File: src/rtl/fetch_stage.sv
// Instruction-fetch stage: owns the PC, picks the next PC among sequential,
// branch, jump and exception sources, and presents the fetched word to decode.
module fetch_stage #(
  parameter logic [31:0] RESET_PC   = 32'h0000_0000,
  parameter logic [31:0] EXC_VECTOR = 32'h0000_0080,
  parameter logic [31:0] NOP_INSTR  = 32'h0000_0000
) (
  input  logic        clk,
  input  logic        reset,
  input  logic [31:0] imem_data,
  output logic [31:0] imem_addr,
  input  logic        stall,
  input  logic        branch_taken,
  input  logic [31:0] branch_target,
  input  logic        jump,
  input  logic [31:0] jump_target,
  input  logic        exception,
  input  logic        halt_req,
  input  logic        resume,
  output logic [31:0] instr_F,
  output logic [31:0] pc_F,
  output logic [31:0] pc_plus4_F,
  output logic        valid_F,
  output logic        misalign,
  output logic        halted,
  output logic [31:0] fetch_count
);

  typedef enum logic [1:0] {BOOT, RUN, HALT} state_t;

  state_t      state_q, state_d;
  logic [31:0] pc_q, pc_d;
  logic [31:0] fetch_count_q, fetch_count_d;
  logic        misalign_q, misalign_d;

  logic        redirect;
  logic [31:0] raw_target;
  logic        valid;
  logic [31:0] pc_seq;

  assign pc_seq = pc_q + 32'd4;

  always_comb begin
    state_d       = state_q;
    pc_d          = pc_q;
    fetch_count_d = fetch_count_q;
    misalign_d    = 1'b0;
    redirect      = 1'b0;
    raw_target    = EXC_VECTOR;
    valid         = 1'b0;

    case (state_q)
      BOOT: begin
        state_d = RUN;
        if (exception) begin
          redirect   = 1'b1;
          raw_target = EXC_VECTOR;
        end
      end
      RUN: begin
        if (exception) begin
          redirect   = 1'b1;
          raw_target = EXC_VECTOR;
        end else if (branch_taken) begin
          redirect   = 1'b1;
          raw_target = branch_target;
        end else if (jump) begin
          redirect   = 1'b1;
          raw_target = jump_target;
        end
        // A redirect squashes the word already on the wrong path.
        valid = !redirect;
        if (!redirect && !stall) begin
          pc_d          = pc_seq;
          fetch_count_d = fetch_count_q + 32'd1;
          if (halt_req) begin
            state_d = HALT;
          end
        end
      end
      HALT: begin
        // Only a trap or resume leaves HALT; control-flow requests are dropped.
        if (exception) begin
          redirect   = 1'b1;
          raw_target = EXC_VECTOR;
          state_d    = RUN;
        end else if (resume) begin
          state_d = RUN;
        end
      end
      default: begin
        state_d = BOOT;
      end
    endcase

    if (redirect) begin
      pc_d       = {raw_target[31:2], 2'b00};
      misalign_d = |raw_target[1:0];
    end
  end

  always_ff @(posedge clk or negedge reset) begin
    if (!reset) begin
      state_q       <= BOOT;
      pc_q          <= RESET_PC;
      fetch_count_q <= 32'd0;
      misalign_q    <= 1'b0;
    end else begin
      state_q       <= state_d;
      pc_q          <= pc_d;
      fetch_count_q <= fetch_count_d;
      misalign_q    <= misalign_d;
    end
  end

  assign imem_addr   = pc_q;
  assign pc_F        = pc_q;
  assign pc_plus4_F  = pc_seq;
  assign valid_F     = valid;
  assign instr_F     = valid ? imem_data : NOP_INSTR;
  assign misalign    = misalign_q;
  assign halted      = (state_q == HALT);
  assign fetch_count = fetch_count_q;

endmodule

File: config.mk
export PLATFORM = sky130hd
export DESIGN_NAME = fetch_stage
export DESIGN_NICKNAME = d
export VERILOG_FILES = /design/src/rtl/fetch_stage.sv
export SDC_FILE = /design/constraint.sdc
export NUM_CORES = 1
export LEC_CHECK = 0
export ABC_AREA = 1
export BUFFER_PORTS_ARGS = -buffer_cell sky130_fd_sc_hd__buf_4
export CAP_MARGIN = 0
export CORE_ASPECT_RATIO = 1.75
export CORE_MARGIN = 8
export CORE_UTILIZATION = 47
export DETAILED_ROUTE_END_ITERATION = 6
export HOLD_SLACK_MARGIN = 0.15
export PLACE_DENSITY = 0.89
export SYNTH_ARGS = -nofsm -noshare
export SYNTH_HDL_FRONTEND = slang
export SYNTH_SLANG_ARGS = --single-unit
File: constraint.sdc
create_clock -name clk -period 1.8 [get_ports clk]
set_input_delay 0.18 -clock clk [delete_from_list [all_inputs] [get_ports clk]]
set_output_delay 0.18 -clock clk [all_outputs]
set_load 0.02 [all_outputs]
==> impl_metrics.tcl <==
set metrics [dict create \
    core_um2 11000 \
    finalSetupViolCount 25 \
    initial_core_util 0.477 \
    violations "DRC, setup timing" \
    first_global_vias 6762 \
    endpoint_kind "primary output" \
    yosys-top-cells-area "dfrtp_1 (31%), nand2_1 (21%), nor2_1 (10%)" \
    grt_first_pass_wirelength_um 33600 \
    crit_slowest_cell "dfrtp_1" \
    wl_met3_um 2050 \
    dieArea_um2 15000 \
    synthCells 855 \
    ys_warn_count 0 \
    syn_avg_cell_area_um2 6.16 \
    async_flop_share 1.00 \
    cts_made_buffers 9 \
    dp_hpwl_um 17200 \
    r2r_setup_slack_ps 130 \
    io_pins 267 \
    clk_pin_slew_ps 60 \
    antenna_left 0 \
    r2r-start "fetch_count[9]$_DFFE_PN0P_" \
    crit_family "simple AND/OR/NAND/NOR gates" \
    synth_ff_type "dfrtp_1" \
    hold_viol 0 \
    fin_worst_skew_ps 8.04 \
    row_count 51 \
    hold_class "input pin to flop" \
    cp-start-kind "flop" \
    finish.instance_area_um2 8260 \
    wl_um 22500 \
    final_core_util 0.748 \
    cpPeakStageDelay_ps 420 \
    io_buffers 260 \
    min_from "jump" \
    mappedNetlistArea_um2 5270 \
    track_usage 0.289 \
    cp_num_buf_inv 2 \
    finish.net_count 1246 \
    slew_violations 0 \
    layout-drive-gt1-share 0.378 \
    critical_path_class "flop to primary output" \
    p_leak_nw 4.39 \
    layout_setup_ws_ps -202 \
    worstPathArrival_ps 1820 \
    post_drt_via_cell_ratio 5.31 \
    clock.fmax_mhz 500 \
    clk_path_buf_depth 2 \
    power_density_nw_per_um2 1240 \
    worstSetupStartpoint "imem_addr[8]$_DFFE_PN0P_" \
    place.gp.congestion 1.06 \
    syn_to_final_growth_pct 56.7 \
    num_antenna_cells 0 \
    mostFrequentLayoutCells "buf_4 (299), nand2_1 (270), nor2_1 (124), inv_1 (101), dfrtp_1 (55)" \
    wl_met1_um 7300 \
    drt_iter0_drc 385 \
    antenna_found_initial 0 \
    grt_overflow_total 0 \
    wl_met2_um 11900 \
    cts_tree "done" \
    timing.final.crit_share 1.11 \
    rsz0062_at_grt "yes" \
    crit_fanout 5 \
    synth_edf_count 0 \
    crit_path_cell_trace "nand2_1 > nor2_1 > nand2_4 > buf_4 > o21ai_1 > nand2_1 > buf_4" \
    cts.sinks 65 \
    maxCapViolations 0 \
    dr.max_layer_used "met4" \
    yosys.area.top_type_share 0.309 \
    ctsRootBufferMaster "clkbuf_16" \
    dieWidth_um 96.0 \
    ys_ff_latch 65 \
    htreeDepth 3 \
    grt_start_max_net_pins 33 \
    insertion_delay_ps 330 \
    firstDrtPassIters 7 \
    status "finished with violations" \
    post_drt_wl_per_cell_um 17.6 \
    yosysUniqueCellTypes 40 \
    route.detailed.drc 3 \
    vias 6781 \
    layout_commonest_cell "buf_4" \
    fin_crit_ps 2000 \
    placed_cell_area_um2 7400 \
    peakVddDrop_mv 1.45 \
    ys_seq_area_frac 0.309 \
    synth_top_area_cell "dfrtp_1" \
    crit_required_ps 1620 \
    chipHeight_um 156 \
]
==> metal layers <==
metal,vias to the layer above,global-route usage
li1,3170,-
met1,3112,0.270
met2,393,0.520
met5,-,0
met3,106,0.0795
met4,0,0.195
==> final cells by class <==
type | count | area (um2)
clock inverters | 6 | 90.1
flip-flops and latches | 65 | 1640
repair buffers | 327 | 2590
inverters | 107 | 402
fillers | 848 | 2780
multi-input cells | 630 | 3140
clock buffers | 10 | 239
well taps | 132 | 165
==> repair_timing <==
item	4_1_cts	5_1_grt
setup endpoints to repair	39	64
pin swaps	16	22
setup buffers	11	7
endpoints found under the hold margin	53	0
hold buffers	3	0
gates resized for setup	72	44
==> cell usage after synthesis, drive strengths merged (6+ instances only) <==
cell type and count:
a21oi 11, a22oi 20, buf 50, clkbuf 8
dfrtp 65, inv 107, nand2 300, nand3 49
nand4 6, nor2 153, o21ai 38, xnor2 9
xor2 13
==> through the flow <==
stage	power (W)	TNS (ps)	worst slack (ps)	hold slack, ps	instances
2_1_floorplan	0.00533	0	13.3	-116	860
3_3_place_gp	0.00753	0	79.4	128	1241
3_5_place_dp	0.00762	0	29.9	134	1241
4_1_cts	0.00992	-2260	-174	154	1270
5_1_grt	0.0107	-4770	-283	151	1277
6_report	0.0102	-2900	-202	163	1277
==> where the power goes <==
part           internal, W  leakage [nW]  switching [W]  total, W
Combinational      0.00247          3.40        0.00346   0.00593
Sequential         0.00184         0.831       0.000515   0.00235
Clock              0.00126         0.159       0.000704   0.00196
Total              0.00556          4.39        0.00468    0.0102
==> final timing paths <==
check	endpoint	depth (start not counted)
max	pc_plus4_F[14]	7
min	misalign$_DFF_PN0_	3
max reg2reg	fetch_count[29]$_DFFE_PN0P_	9
min reg2reg	fetch_count[13]$_DFFE_PN0P_	1
max in group asynchronous	state_q[0]$_DFFE_PN0P_	3
min in group asynchronous	imem_addr[25]$_DFFE_PN0P_	2
==> cell families after synthesis <==
family	count (synthesis)	synth area share
AOI/OAI and AO/OA	80	0.0931
xor gates and xnor gates	22	0.0366
adders and majority gates	2	0.00475
buffers and inverters	165	0.154
DFF	65	0.309
other	1	0.000712
and+or+nand+nor	520	0.403
==> sequential cells by signal, summed over array words and instances (netlist names) <==
| signal | count |
|---|---|
| state_q | 2 |
| fetch_count | 32 |
| misalign | 1 |
| imem_addr | 30 |
==> tightest hold or removal path: cells and delay by family <==
| family | cells | cell delay (ps) |
|---|---|---|
| compound gates | 2 | 160 |
| buf+inv | 1 | 110 |
Power figures use the tool's default switching activity.
